### config.mk
export PLATFORM = sky130hd
export DESIGN_NAME = ep_transactor
export DESIGN_NICKNAME = d
export VERILOG_FILES = /design/src/rtl/usb_defs.sv /design/src/rtl/ep_toggle.sv /design/src/rtl/ep_transactor.sv
export SDC_FILE = /design/constraint.sdc
export NUM_CORES = 1
export LEC_CHECK = 0
export CORE_UTILIZATION = 45
export DETAILED_ROUTE_END_ITERATION = 8
export PLACE_DENSITY = 0.8
export RECOVER_POWER = 25
export SLEW_MARGIN = 20
export SYNTH_ARGS = -nofsm -noshare
export SYNTH_HDL_FRONTEND = slang
export SYNTH_SLANG_ARGS = --single-unit
### constraint.sdc
create_clock -name clock -period 3.95 [get_ports clock]
set_input_delay 0.79 -clock clock [delete_from_list [all_inputs] [get_ports clock]]
set_output_delay 0.79 -clock clock [all_outputs]
set_load 0.02 [all_outputs]
### src/rtl/usb_defs.sv
// usb_defs: shared USB token, handshake and data PID encodings plus transactor state codes.
package usb_defs;
    localparam logic [1:0] TOK_OUT   = 2'b00;
    localparam logic [1:0] TOK_SOF   = 2'b01;
    localparam logic [1:0] TOK_IN    = 2'b10;
    localparam logic [1:0] TOK_SETUP = 2'b11;
    localparam logic [1:0] HSK_ACK   = 2'b00;
    localparam logic [1:0] HSK_NAK   = 2'b10;
    localparam logic [1:0] HSK_STALL = 2'b11;
    localparam logic [1:0] DATA0     = 2'b00;
    localparam logic [1:0] DATA1     = 2'b10;
    typedef enum logic [2:0] {
        IDLE, CTRL, OUT_DAT, OUT_HSK, IN_DAT, IN_WAIT, HSK, DUMP
    } state_t;
endpackage

### src/rtl/ep_toggle.sv
// ep_toggle: per-endpoint DATA0/DATA1 toggle bits; a clear beats a same-cycle flip.
module ep_toggle #(
    parameter int NUM_EPS = 2
) (
    input  logic               clock,
    input  logic               reset,
    input  logic [NUM_EPS-1:0] flip,
    input  logic [NUM_EPS-1:0] clear,
    output logic [NUM_EPS-1:0] tog
);
    always_ff @(posedge clock) begin
        if (reset) tog <= '0;
        else tog <= (tog ^ flip) & ~clear;
    end
endmodule

### src/rtl/ep_transactor.sv
// ep_transactor: USB device transaction engine; hands SETUP to the control unit and
// runs bulk IN/OUT data phases with handshakes and per-endpoint data toggles.
module ep_transactor
    import usb_defs::*;
#(
    parameter int NUM_EPS = 2,
    parameter int TIMEOUT = 1023
) (
    input  logic               clock,
    input  logic               reset,
    input  logic [6:0]         usb_addr_i,
    input  logic               tok_recv_i,
    input  logic [1:0]         tok_type_i,
    input  logic [6:0]         tok_addr_i,
    input  logic [3:0]         tok_endp_i,
    input  logic               usb_recv_i,
    input  logic [1:0]         usb_type_i,
    input  logic               usb_err_i,
    input  logic               hsk_recv_i,
    input  logic [1:0]         hsk_type_i,
    output logic               hsk_send_o,
    output logic [1:0]         hsk_type_o,
    input  logic               hsk_sent_i,
    output logic               usb_send_o,
    output logic [1:0]         usb_type_o,
    input  logic               usb_sent_i,
    output logic               ctl_start_o,
    input  logic               ctl_done_i,
    input  logic               ctl_error_i,
    output logic [2:0]         ep_sel_o,
    input  logic [NUM_EPS-1:0] blk_rdy_i,
    input  logic [NUM_EPS-1:0] blk_avail_i,
    input  logic [NUM_EPS-1:0] stall_i,
    input  logic [NUM_EPS-1:0] clr_tog_i,
    output logic               blk_start_o,
    output logic               blk_commit_o,
    output logic               blk_drop_o,
    output logic               fsm_idle_o,
    output logic               fsm_bulk_o,
    output logic               fsm_ctrl_o,
    output logic               fsm_dump_o
);
    localparam int CW = $clog2(TIMEOUT + 1);
    state_t state, state_n;
    logic [2:0] ep, ep_n;
    logic [1:0] hsk_type, hsk_type_n;
    logic [CW-1:0] cnt;
    logic [NUM_EPS-1:0] tog, flip, ep_mask, tok_mask;
    logic ctl_start_n, blk_start_n, blk_commit_n, blk_drop_n, do_flip;
    logic tok_me, timeout, cur_tog, pid_bad, rdy;
    // Endpoint n maps to bit n-1; endpoint 0 shifts out to an all-zero mask.
    assign ep_mask  = NUM_EPS'(1) << (ep - 3'd1);
    assign tok_mask = NUM_EPS'(1) << (tok_endp_i - 4'd1);
    assign tok_me   = tok_recv_i && tok_addr_i == usb_addr_i;
    assign timeout  = cnt == CW'(TIMEOUT);
    assign cur_tog  = |(tog & ep_mask);
    assign pid_bad  = usb_type_i != (cur_tog ? DATA1 : DATA0);
    assign rdy      = |(blk_rdy_i & ep_mask);
    assign flip     = do_flip ? ep_mask : '0;
    ep_toggle #(.NUM_EPS(NUM_EPS)) u_tog (
        .clock(clock),
        .reset(reset),
        .flip(flip),
        .clear(clr_tog_i),
        .tog(tog)
    );
    always_comb begin
        state_n = state;
        ep_n = ep;
        hsk_type_n = hsk_type;
        ctl_start_n = 1'b0;
        blk_start_n = 1'b0;
        blk_commit_n = 1'b0;
        blk_drop_n = 1'b0;
        do_flip = 1'b0;
        case (state)
            IDLE: if (tok_me && tok_type_i != TOK_SOF) begin
                if (tok_type_i == TOK_SETUP) begin
                    state_n = tok_endp_i == 4'd0 ? CTRL : DUMP;
                    ctl_start_n = tok_endp_i == 4'd0;
                end else if (tok_endp_i == 4'd0 || tok_endp_i > 4'(NUM_EPS)) begin
                    state_n = DUMP;
                end else begin
                    ep_n = 3'(tok_endp_i);
                    if (|(stall_i & tok_mask)) begin
                        state_n = HSK;
                        hsk_type_n = HSK_STALL;
                    end else if (tok_type_i == TOK_OUT) begin
                        state_n = OUT_DAT;
                        blk_start_n = 1'b1;
                    end else if (|(blk_avail_i & tok_mask)) begin
                        state_n = IN_DAT;
                        blk_start_n = 1'b1;
                    end else begin
                        state_n = HSK;
                        hsk_type_n = HSK_NAK;
                    end
                end
            end
            CTRL: state_n = ctl_error_i ? DUMP : ctl_done_i ? IDLE : CTRL;
            OUT_DAT: if (tok_recv_i) begin
                state_n = IDLE;
            end else if (usb_recv_i) begin
                blk_drop_n = usb_err_i || pid_bad || !rdy;
                blk_commit_n = !blk_drop_n;
                do_flip = blk_commit_n;
                state_n = usb_err_i ? IDLE : OUT_HSK;
                hsk_type_n = (!pid_bad && !rdy) ? HSK_NAK : HSK_ACK;
            end
            OUT_HSK, HSK: state_n = (tok_recv_i || hsk_sent_i) ? IDLE : state;
            IN_DAT: state_n = tok_recv_i ? IDLE : usb_sent_i ? IN_WAIT : IN_DAT;
            IN_WAIT: if (tok_recv_i || timeout) begin
                state_n = IDLE;
            end else if (hsk_recv_i) begin
                do_flip = hsk_type_i == HSK_ACK;
                state_n = IDLE;
            end
            DUMP: state_n = (tok_me || timeout) ? IDLE : DUMP;
        endcase
        if (state_n == IDLE) ep_n = 3'd0;
    end
    always_ff @(posedge clock) begin
        if (reset) begin
            state <= IDLE;
            ep <= 3'd0;
            hsk_type <= HSK_ACK;
            cnt <= '0;
            ctl_start_o <= 1'b0;
            blk_start_o <= 1'b0;
            blk_commit_o <= 1'b0;
            blk_drop_o <= 1'b0;
        end else begin
            state <= state_n;
            ep <= ep_n;
            hsk_type <= hsk_type_n;
            cnt <= state_n != state ? '0 : timeout ? cnt : cnt + 1'b1;
            ctl_start_o <= ctl_start_n;
            blk_start_o <= blk_start_n;
            blk_commit_o <= blk_commit_n;
            blk_drop_o <= blk_drop_n;
        end
    end
    assign hsk_send_o = state == HSK || state == OUT_HSK;
    assign hsk_type_o = hsk_type;
    assign usb_send_o = state == IN_DAT;
    assign usb_type_o = (usb_send_o && cur_tog) ? DATA1 : DATA0;
    assign ep_sel_o   = ep;
    assign fsm_idle_o = state == IDLE;
    assign fsm_ctrl_o = state == CTRL;
    assign fsm_dump_o = state == DUMP;
    assign fsm_bulk_o = !(fsm_idle_o || fsm_ctrl_o || fsm_dump_o);
endmodule

==> After elaboration in Yosys (flattened, before gate mapping) <==
Index checks and enable logic that the tools add are counted.
{ "word_totals": {"inputBits": 42, "out_inout_bits": 17, "ff_bits": 24, "mem_count": 0, "mem_bits_rw": 0, "elab_cells": 123, "latch_bits": 0, "romBits": 0} }
{ "classes": {"n_shift": 2, "mul": 0, "n_eq_ne": 20, "n_bitwise": 13, "n_mux": 39, "n_div": 0, "n_addsub": 3, "n_reduce_logical": 36, "magnitude_cmp": 1} }
{ "op_table": {"columns": ["cell", "count"], "rows": [
  ["2-to-1 mux 3 bit", 14],
  ["2-to-1 mux 2 bit", 14],
  ["case mux 3 bit (7 select lines)", 1],
  ["OR reduction 2 bit", 8],
  ["== test 3 bit (second input constant)", 4],
  ["adder 10 x 1 -> 10 bit (second input constant)", 1],
  ["AND 2 bit", 5],
  ["== test 10 bit (second input constant)", 1],
  ["logical OR 1 bit", 9],
  ["2-to-1 mux 1 bit", 8],
  ["!= test 2 bit (second input constant)", 4],
  ["AND reduction 8 bit", 1],
  ["OR reduction 4 bit", 2],
  ["== test 7 bit", 1],
  ["OR reduction 7 bit", 1],
  ["== test 3 x 2 -> 1 bit (second input constant)", 2],
  ["zero test 3 bit", 2],
  ["!= test 3 bit (second input constant)", 2],
  ["NOT 1 bit", 6],
  ["greater-than comparator 4 x 2 -> 1 bit (second input constant)", 1],
  ["logical AND 1 bit", 4],
  ["zero test 1 bit", 4],
  ["zero test 2 bit", 2],
  ["zero test 4 bit", 1],
  ["other kinds (15)", 16]
]} }

==> Longest topological paths before layout <==
Gate-level depths: netlist of the first run.
{ "logic_depth": {"ltp_word": 15, "mapped_depth": 10, "mapped_depth_nobuf": 9} }

==> By module <==
A second synthesis of the first run with hierarchy kept.
{ "unflattened": {"cells_unflattened": 200, "hier_area_um2": 1624.1} }
{ "modules_own_cells": {"columns": ["module", "area_per_inst_um2", "cells_per_inst", "seq_area_each_um2", "n_inst"], "rows": [
  ["ep_transactor", 1556.5, 194, 440.4, 1],
  ["ep_toggle", 67.6, 6, 40.0, 1]
]} }

==> Worst setup path after synthesis of the first run <==
OpenSTA, ideal clock, no wires.
{ "synth_path": {"path_kind": "in2reg", "from": "in tok_endp_i[0]", "to": "reg cnt[8]", "setup_time_ps": 73, "cell_stages": 10, "setup_slack_ps": 830, "arrival_time_ps": 3047, "n_path_buf": 1, "required_ps": 3877, "path_cell_list": "inv_1 -> ha_1 -> nor3b_1 -> a31oi_1 -> or4_1 -> a311oi_2 -> xnor2_1 -> a2111o_1 -> buf_6 -> nor3_4"} }
{ "synth_between": {"elab_chain_cells": 13, "elab_cells_between_ends": 19, "classes_between": "add/sub: 1; order compare: 1; eq/ne: 1; shift: 1; mux: 8; bitwise: 2; reduce/logical: 5"} }
{ "synth_lines": {"columns": ["item", "line", "text"], "rows": [
  ["start, declared", "ep_transactor.sv:15", "input logic [3:0] tok_endp_i,"],
  ["subtractor 4 x 1 -> 4 bit", "ep_transactor.sv:53", "assign tok_mask = NUM_EPS'(1) << (tok_endp_i - 4'd1);"],
  ["<< shifter 1 x 4 -> 2 bit", "ep_transactor.sv:53", null],
  ["AND 2 bit", "ep_transactor.sv:91", "end else if (|(blk_avail_i & tok_mask)) begin"],
  ["OR reduction 2 bit", "ep_transactor.sv:91", null],
  ["2-to-1 mux 2 bit", "ep_transactor.sv:91", null],
  ["2-to-1 mux 3 bit", "ep_transactor.sv:88", "end else if (tok_type_i == TOK_OUT) begin"],
  ["2-to-1 mux 3 bit", "ep_transactor.sv:85", "if (|(stall_i & tok_mask)) begin"],
  ["2-to-1 mux 3 bit", "ep_transactor.sv:81", "end else if (tok_endp_i == 4'd0 || tok_endp_i > 4'(NUM_EPS)) begin"],
  ["2-to-1 mux 3 bit *", "ep_transactor.sv:78", "if (tok_type_i == TOK_SETUP) begin"],
  ["2-to-1 mux 3 bit *", "ep_transactor.sv:77", "IDLE: if (tok_me && tok_type_i != TOK_SOF) begin"],
  ["case mux 3 bit (7 select lines) *", "ep_transactor.sv:76", "case (state)"],
  ["!= test 3 bit *", "ep_transactor.sv:136", "cnt <= state_n != state ? '0 : timeout ? cnt : cnt + 1'b1;"],
  ["OR reduction 2 bit (no source line) *", null, null],
  ["end signal, assigned", "ep_transactor.sv:136", null],
  ["end, declared", "ep_transactor.sv:47", "logic [CW-1:0] cnt;"]
]} }
Mark *: on every way between the ends. The rest lies on a longest branch, timed or not.
A chain may end at the register's enable or synchronous reset.

==> Final worst setup path of the first run <==
{ "layout_path": {"from": "in tok_endp_i[1]", "to": "reg cnt[8]"} }
Same word-level chain as after synthesis.

==> flow_summary_export.csv, run 1 <==
group,metric,value,unit
status,outcome,"complete, no violations",
clock_network,cts_setup_buffers,0,
layout,fill_cells,299,
synth,ys_ff_latch,24,
pwr,irDropWorstVdd,117,uV
critical_path,cp_max_fo,10,
floorplanning,die_y,62.5,microns
clock_network,cts_resized,0,
pwr,power.leakage,0.839,nW
synth,synth_top_cell_by_area,"dfxtp_1",
detailed_routing,routed_wl,3.94,mm
critical_path,critPathKind,"input port to register",
place,gp_congestion,0.883,
detailed_routing,drc_errors,0,
synth,synth_area_leaders,"dfxtp_1 (29%), xor2_1 (5.9%), nor2_1 (5.5%)",
global_route,grt_max_degree,15,
floorplanning,core_area,3420,sq um
critical_path,cp-start-kind,"input port",
detailed_routing,drt_first_pass_iters,4,
pwr,p_per_area,211,nW/um^2
synth,yosysUniqueCellTypes,47,
min_path,hold_start,"hsk_type_o[0]$_SDFFE_PP0P_",
timing,rsz0062_at_grt,"false",
place,dp_hpwl,3.14,mm
synth,synthTopCellsByCount,"dfxtp_1 (24), nor2_1 (24), nand2_1 (15), inv_1 (11), xor2_1 (11)",
layout,drive_above_1_share,0.0687,
timing,relSlewSlack,0.668,
clock_network,clkTransAtPathRegs,0.13,ns
clock_network,clock_latency,0.32,ns
flow_run,cap_violations,0,
floorplanning,num_rows,21,
critical_path,r2r_cells,8,
synth,yosysWarnings,0,
timing,fmax,280,MHz
synth,synth-edff-count,0,
global_route,grt_pass1_wl,6.78,mm
synth,ys_async_sr_fraction,0,
floorplanning,die-area,3910,sq um
timing,period_needed,3.57,ns
detailed_routing,routedWlPerCell,12.8,microns
clock_network,cts.sinks,24,
clock_network,holdBufCountCts,0,
synth,syn-num-nets,250,
clock_network,cts-root-buf,"clkbuf_4",
critical_path,critPathCaptureType,"register",
synth,syn_area,1650,sq um
critical_path,ff2ff_setup_slack,1.20,ns
detailed_routing,via_per_inst,5.46,
global_route,antenna_found_initial,0,
place,port_buffers,57,
floorplanning,io_pins,59,
place,dp.cells,304,
min_path,hold_depth,2,
timing,worst_pin_slew,0.496,ns
clock_network,cts_buffers,3,
detailed_routing,ant_nets,0,
floorplanning,initial_core_util,0.482,
floorplanning,die_w,62.5,microns
timing,slew_violations,0,
layout,layout.cells.non_filler,308,
min_path,hold_class,"register to register",
global_route,grt_pass1_vias,1611,
clock_network,clockBufferDepth,2,
critical_path,reg2reg_to,"cnt[8]$_SDFFE_PP0N_",
critical_path,required,4.22,ns
detailed_routing,via_count,1681,
synth,yosysSeqAreaShare,0.292,
timing,hold_viol_final,0,
timing,finClkSkew,0.00208,ns
detailed_routing,drt_iter0_markers,129,
critical_path,timing.rr.start,"cnt[0]$_SDFFE_PP0N_",
global_route,grt_overflow,0,
synth,synthCells,204,
min_path,min_to,"hsk_type_o[0]$_SDFFE_PP0P_",
clock_network,cts_tree,"done",
synth,ys.flop_type,"dfxtp_1",
timing,setup_viol,0,
timing,finalCritPeriodShare,0.903,
clock_network,htreeDepth,1,
critical_path,arrival,3.83,ns
layout,syn_to_final_growth,38.0,%
timing,fin_setup_tns,0,ns
global_route,grt_usage,0.217,
synth,synth.avg_cell_area,8.07,sq um
synth,synth_top_area_share,0.292,
layout,n_antenna_cell,0,
layout,nNetsFinal,309,
==> cell families (layout without fill, tap and decap cells) <==
logic type,count (synthesis),after routing,synth area share
other,1,1,0.00228
muxes,7,7,0.0433
adders and majority gates,4,4,0.0304
AOI/OAI and AO/OA,36,36,0.151
xor gates and xnor gates,20,20,0.106
buffers and inverters,17,75,0.0623
and+or+nand+nor,95,95,0.312
DFF,24,24,0.292
==> sequential cells by signal, indices dropped and copies added (netlist names) <==
name          flops
blk_start_o       1
hsk_type_o        2
blk_commit_o      1
state             3
cnt              10
ep_sel_o          3
ctl_start_o       1
blk_drop_o        1
u_tog.tog         2
==> worst max path at each step <==
| stage | to | cells after the start | from | slack [ns] |
|---|---|---|---|---|
| floorplan | cnt[8]$_SDFFE_PP0N_ | 10 | tok_endp_i[0] | 0.83 |
| global placement | cnt[8]$_SDFFE_PP0N_ | 10 | tok_endp_i[1] | 0.13 |
| detailed placement | cnt[8]$_SDFFE_PP0N_ | 10 | tok_endp_i[1] | 0.04 |
| CTS | cnt[8]$_SDFFE_PP0N_ | 10 | tok_endp_i[1] | 0.38 |
| global route | cnt[9]$_SDFFE_PP0N_ | 10 | tok_endp_i[1] | 0.26 |
| finish | cnt[8]$_SDFFE_PP0N_ | 10 | tok_endp_i[1] | 0.38 |
==> worst max-delay path, stage by stage <==
cell and delay [ns]:
clkdlybuf4s50_1 0.54, inv_1 0.08, ha_1 0.28, nor3b_1 0.21, a31oi_1 0.15, or4_1 0.56, a311oi_2 0.34, xnor2_1 0.10
a2111o_1 0.56, nor3_4 0.21
==> layout make-up <==
class / instances / area, sq um / area share
flip-flops and latches: 24 / 480 / 0.211
well taps: 46 / 57.6 / 0.0253
multi-input cells: 163 / 1060 / 0.468
clock buffers: 4 / 36.3 / 0.0160
inverters: 11 / 41.3 / 0.0182
repair buffers: 60 / 593 / 0.261
==> cell usage in the layout (no fill, tap or decap), types with 7 or more instances in the layout <==
| master | count |
|---|---|
| nand3_1 | 8 |
| clkdlybuf4s50_1 | 49 |
| dlygate4sd3_1 | 8 |
| inv_1 | 11 |
| dfxtp_1 | 24 |
| nor2_1 | 24 |
| nor3b_1 | 7 |
| xor2_1 | 11 |
| nand2_1 | 15 |
| o21ai_0 | 9 |
| xnor2_1 | 9 |
| nor3_1 | 8 |
==> per-stage QoR <==
| stage | power [mW] | hold WS, ns | setup WS, ns | utilization | cell area (sq um) |
|---|---|---|---|---|---|
| 6_report | 0.479 | 0.484 | 0.384 | 0.665 | 2270 |
| 5_1_grt | 0.500 | 0.500 | 0.262 | 0.665 | 2270 |
| 4_1_cts | 0.480 | 0.490 | 0.385 | 0.665 | 2270 |
| 3_5_place_dp | 0.352 | 0.473 | 0.0431 | 0.655 | 2240 |
| 3_3_place_gp | 0.350 | 0.453 | 0.129 | 0.655 | 2240 |
| 2_1_floorplan | 0.296 | 0.485 | 0.830 | - | 1650 |
==> power by group <==
group          internal, mW  leakage (nW)  switching, mW
Clock                0.0565        0.0210         0.0757
Sequential            0.246         0.194        0.00489
Combinational        0.0578         0.625         0.0375
Total                 0.361         0.839          0.118
==> per-layer routing <==
layer	track usage	share of wire
met1	0.259	0.46
met2	0.360	0.46
met3	0.0547	0.066
met4	0.105	0.018
met5	0	0
No activity file was read; power rests on OpenSTA's default activity.
==> run 2, diff against run 1 <==
--- a/config.mk
+++ b/config.mk
@@ -5,7 +5,8 @@
 export SDC_FILE = /design/constraint.sdc
 export NUM_CORES = 1
 export LEC_CHECK = 0
-export CORE_UTILIZATION = 45
+export ABC_AREA = 1
+export CORE_UTILIZATION = 47
 export DETAILED_ROUTE_END_ITERATION = 8
 export PLACE_DENSITY = 0.8
 export RECOVER_POWER = 25
==> run 2 against run 1 <==
Clock skew increased by 0.0016 ns. Power increased by 20%. Sequential power hardly changed. Area after synthesis increased by 17%. Combinational power grew 9%. Largest power group unchanged. Register-to-register slack improved by 0.71 ns. Core utilization grew 2.0 points. Flip-flop and latch count unchanged. Critical path type is now register to output port. Setup slack better by 0.61 ns. Routed wire length grew 15%. Design area is 15% higher. Sequential share of layout area is 2.7 points lower.
==> flow_summary_export.csv, run 2 <==
group,metric,value,unit
detailed_routing,ant_nets,0,
clock_network,cts_tree,"done",
layout,regMostFlops,"cnt",
floorplanning,die_w,66.1,microns
global_route,grt_usage,0.232,
synth,synth_most_common_cell,"nand2_1",
critical_path,required,3.16,ns
synth,yosysWarnings,0,
clock_network,cts.sinks,24,
synth,synth_top_cell_by_area,"dfxtp_1",
critical_path,critPathCaptureType,"output port",
clock_network,clockBufferDepth,2,
layout,largest_register_ffs,10,
place,placed_area,2530,sq um
min_path,hold_depth,2,
global_route,grt_overflow,0,
pwr,irDropWorstVdd,191,uV
detailed_routing,routed_wl,4.53,mm
global_route,antenna_found_initial,0,
clock_network,holdBufCountCts,0,
critical_path,cp-start-kind,"register",
timing,fmax,338,MHz
timing,rsz0062_at_grt,"false",
layout,design_area,2600,sq um
detailed_routing,via_per_inst,4.85,
timing,finClkSkew,0.00373,ns
floorplanning,die-area,4360,sq um
pwr,p_per_area,220,nW/um^2
global_route,grt_pass1_vias,1895,
synth,synth_area_leaders,"dfxtp_1 (25%), nand2_1 (14%), nor2_1 (12%)",
pwr,power.leakage,1.21,nW
synth,yosysSeqAreaShare,0.249,
synth,synthTopCellsByCount,"nand2_1 (74), nor2_1 (63), inv_1 (45), dfxtp_1 (24), nand3_1 (17)",
clock_network,cts_buffers,3,
layout,n_antenna_cell,0,
clock_network,cts_resized,0,
synth,synthCells,315,
timing,fin_setup_tns,0,ns
clock_network,clkTransAtPathRegs,0.09,ns
synth,synth.avg_cell_area,6.12,sq um
clock_network,htreeDepth,1,
layout,final_common_cell,"nand2_1",
place,pre_cts_slack,0.911,ns
place,gp_congestion,0.901,
synth,ys_async_sr_fraction,0,
detailed_routing,drt_first_pass_iters,4,
timing,hold_viol_final,0,
clock_network,clock_latency,0.27,ns
status,outcome,"complete, no violations",
floorplanning,core_area,3800,sq um
layout,nNetsFinal,420,
place,port_buffers,57,
critical_path,r2r_cells,12,
global_route,grt_pass1_wl,7.93,mm
synth,synth-edff-count,0,
flow_run,cap_violations,0,
layout,drive_above_1_share,0.123,
min_path,hold_class,"register to register",
critical_path,critPathKind,"register to output port",
detailed_routing,drc_errors,0,
synth,synth_top_area_share,0.249,
detailed_routing,routedWlPerCell,10.8,microns
clock_network,cts_setup_buffers,0,
floorplanning,initial_core_util,0.508,
timing,finalCritPeriodShare,0.749,
floorplanning,die_y,66.1,microns
synth,ys_ff_latch,24,
synth,syn-num-nets,361,
synth,syn_area,1930,sq um
critical_path,arrival,2.17,ns
layout,mostFrequentLayoutCells,"nand2_1 (74), nor2_1 (63), clkdlybuf4s50_1 (49), inv_1 (45), dfxtp_1 (24)",
floorplanning,io_pins,59,
layout,fill_cells,355,
synth,ys.flop_type,"dfxtp_1",
global_route,grt_max_degree,15,
timing,period_needed,2.96,ns
detailed_routing,drt_iter0_markers,119,
critical_path,cp_max_fo,4,
timing,setup_viol,0,
detailed_routing,via_count,2043,
clock_network,cts-root-buf,"clkbuf_8",
timing,slew_violations,0,
layout,syn_to_final_growth,35.0,%
synth,yosysUniqueCellTypes,27,
timing,setup_slack,0.990,ns
place,dp_hpwl,3.60,mm
floorplanning,num_rows,22,
[run 2: changes by cell type in the layout (fill, tap and decap cells not counted), moves of 8 or more]
cell     delta
xor2_1      -8
nor3_2     +13
nand2_1    +59
nor2_2      +9
inv_1      +34
nor2_1     +39
nand3_1     +9
nand3_2     +8
[run 2: report_power, final]
group	internal, mW	total (mW)	switching, mW
clock network	0.136	0.219	0.0831
registers	0.245	0.249	0.00345
logic	0.0563	0.104	0.0481
[run 2: metal layers]
metal	part of all wire	vias up	GRT usage
met3	0.061	5	0.0397
met2	0.44	67	0.394
met5	0	-	0
met4	0.013	0	0.0691
met1	0.48	868	0.297
li1	-	1103	-
[run 2: layout make-up]
type	count	area [sq um]	area share
multi-input cells	238	1230	0.474
well taps	48	60.1	0.0231
inverters	50	188	0.0721
clock inverters	1	30.0	0.0115
clock buffers	3	41.3	0.0159
repair buffers	57	571	0.219
flip-flops and latches	24	480	0.185
[run 2: path summary, 6_finish.rpt]
path	startpoint	endpoint	slack [ns]
setup / recovery	ep_sel_o[0]$_SDFFE_PP0P_	usb_type_o[1]	0.99
hold / removal	ep_sel_o[2]$_SDFFE_PP0P_	ep_sel_o[2]$_SDFFE_PP0P_	0.49
setup reg to reg	cnt[0]$_SDFFE_PP0N_	ep_sel_o[1]$_SDFFE_PP0P_	1.91
hold reg to reg	ep_sel_o[2]$_SDFFE_PP0P_	ep_sel_o[2]$_SDFFE_PP0P_	0.49
[run 2: kinds of logic after synthesis]
kind of cell    share of synthesized area
simple gates                        0.522
fa+ha+maj                          0.0260
compound gates                     0.0623
xor+xnor                           0.0227
flops                               0.249
mux                               0.00519
buf+inv                             0.111
other cells                       0.00194
[run 2: stage by stage]
step / utilization / hold slack (ns) / instances / power [mW]
after CTS: 0.685 / 0.492 / 421 / 0.576
after global routing: 0.685 / 0.522 / 421 / 0.597
after global placement: 0.667 / 0.470 / 417 / 0.356
after floorplan: - / 0.492 / 315 / 0.304
final: 0.685 / 0.486 / 421 / 0.572
after detailed placement: 0.667 / 0.477 / 417 / 0.358
[run 2: worst max-delay path, cell delays in order, from the launching register on]
cell,delay [ns]
dfxtp_1,0.39
inv_1,0.08
ha_1,0.28
nand3_1,0.09
nor2_1,0.18
nand2_1,0.12
a21oi_1,0.16
clkdlybuf4s50_1,0.61
==> run 3, diff against run 2 <==
==> constraint.sdc (replaced) <==
create_clock -name clock -period 2.85 [get_ports clock]
set_input_delay 0.57 -clock clock [delete_from_list [all_inputs] [get_ports clock]]
set_output_delay 0.57 -clock clock [all_outputs]
set_load 0.02 [all_outputs]
==> run 3 against run 2 <==
First-iteration DRC count grew 19%. Critical path depth up 7. Global-route usage fell by 0.61 points. Largest power group unchanged. Setup slack worse by 0.72 ns. Highest routed layer unchanged.
==> flow_summary_export.csv, run 3 (synthesized netlist as in run 2, its figures left out) <==
group,metric,value,unit
floorplanning,io_pins,59,
layout,nNetsFinal,420,
layout,fin_util,0.687,
place,pre_cts_slack,0.0430,ns
timing,hold_viol_final,0,
detailed_routing,routed_wl,4.50,mm
timing,fmax,388,MHz
clock_network,clock_latency,0.26,ns
clock_network,cts.sinks,24,
clock_network,cts_setup_buffers,0,
detailed_routing,via_per_inst,4.90,
detailed_routing,drt_iter0_markers,142,
critical_path,critPathKind,"input port to register",
timing,fin_setup_tns,0,ns
critical_path,critPathCaptureType,"register",
clock_network,clockBufferDepth,2,
global_route,grt_overflow,0,
global_route,grt_pass1_wl,7.80,mm
place,placed_area,2530,sq um
min_path,hold_class,"register to register",
layout,syn_to_final_growth,35.3,%
timing,setup_viol,0,
pwr,irDropWorstVdd,238,uV
detailed_routing,drc_errors,0,
critical_path,required,3.04,ns
detailed_routing,drt_first_pass_iters,4,
critical_path,cp-start-kind,"input port",
timing,rsz0062_at_grt,"false",
floorplanning,die-area,4360,sq um
floorplanning,initial_core_util,0.508,
detailed_routing,via_count,2065,
global_route,antenna_found_initial,0,
timing,slew_violations,0,
flow_run,cap_violations,0,
pwr,power.leakage,1.23,nW
place,port_buffers,57,
layout,mostFrequentLayoutCells,"nand2_1 (74), nor2_1 (62), clkdlybuf4s50_1 (48), inv_1 (45), dfxtp_1 (24)",
clock_network,cts_tree,"done",
timing,setup_slack,0.272,ns
global_route,grt_usage,0.226,
clock_network,clkTransAtPathRegs,0.08,ns
clock_network,htreeDepth,1,
layout,design_area,2610,sq um
layout,drive_above_1_share,0.126,
layout,n_antenna_cell,0,
timing,finClkSkew,0.00324,ns
critical_path,cp_max_fo,10,
timing,finalCritPeriodShare,0.905,
place,gp_congestion,0.901,
floorplanning,die_y,66.1,microns
global_route,grt_pass1_vias,1905,
place,dp_hpwl,3.58,mm
pwr,total_power,0.783,mW
timing,period_needed,2.58,ns
critical_path,arrival,2.77,ns
layout,fill_cells,359,
global_route,grt_max_degree,15,
floorplanning,core_area,3800,sq um
layout,final_common_cell,"nand2_1",
clock_network,cts-root-buf,"clkbuf_8",
status,outcome,"complete, no violations",
layout,regMostFlops,"cnt",
floorplanning,num_rows,22,
pwr,p_per_area,300,nW/um^2
floorplanning,die_w,66.1,microns
detailed_routing,ant_nets,0,
detailed_routing,routedWlPerCell,10.7,microns
clock_network,cts_buffers,3,
layout,largest_register_ffs,10,
## run 3: changes by cell type in the layout (fill, tap and decap cells not counted)
| cell | delta |
|---|---|
| nor2_1 | -1 |
| dlymetal6s2s_1 | +1 |
| clkdlybuf4s50_1 | -1 |
| nor2_2 | +1 |
## run 3: layer usage
| metal | GRT usage | wire, microns |
|---|---|---|
| met5 | 0 | 0 |
| met4 | 0.0532 | 46 |
| met3 | 0.0431 | 301 |
| met2 | 0.402 | 2040 |
| met1 | 0.278 | 2120 |
## run 3: worst paths after layout
path	from	depth (start not counted)	endpoint	slack [ns]
hold / removal	ep_sel_o[2]$_SDFFE_PP0P_	2	ep_sel_o[2]$_SDFFE_PP0P_	0.49
setup reg to reg	cnt[0]$_SDFFE_PP0N_	12	ep_sel_o[1]$_SDFFE_PP0P_	0.80
hold reg to reg	ep_sel_o[2]$_SDFFE_PP0P_	2	ep_sel_o[2]$_SDFFE_PP0P_	0.49
setup / recovery	tok_endp_i[0]	14	cnt[7]$_SDFFE_PP0N_	0.27
## run 3: through the flow
stage                     hold WS (ns)  instances
after floorplan                  0.492        315
after global placement           0.470        417
after detailed placement         0.484        417
after CTS                        0.499        421
after global routing             0.528        421
final                            0.495        421
## run 3: what timing repair did
action / CTS / global route
resized for setup: 0 / 2
hold buffers: 0 / 0
endpoints found under the setup margin: 0 / 3
## run 3: where the power goes
part	leakage (nW)	internal, mW	switching, mW
logic	1.00	0.0781	0.0664
registers	0.194	0.340	0.00483
clock network	0.0357	0.188	0.106
## run 3: cell type report
cell class,instances,area (sq um),area share
repair buffers,57,573,0.220
inverters,50,188,0.0719
well taps,48,60.1,0.0230
multi-input cells,238,1240,0.474
clock inverters,1,30.0,0.0115
clock buffers,3,41.3,0.0158
flip-flops and latches,24,480,0.184
## run 3: critical path: stages
cell	delay [ns]
clkdlybuf4s50_1	0.53
inv_1	0.09
ha_1	0.25
inv_2	0.09
nand2_1	0.05
nand2_1	0.09
nand3_1	0.11
nor3_1	0.22
nor2_1	0.12
nand3_1	0.08
nand2_1	0.10
nand3_1	0.13
nand3_4	0.19
nor3_2	0.15
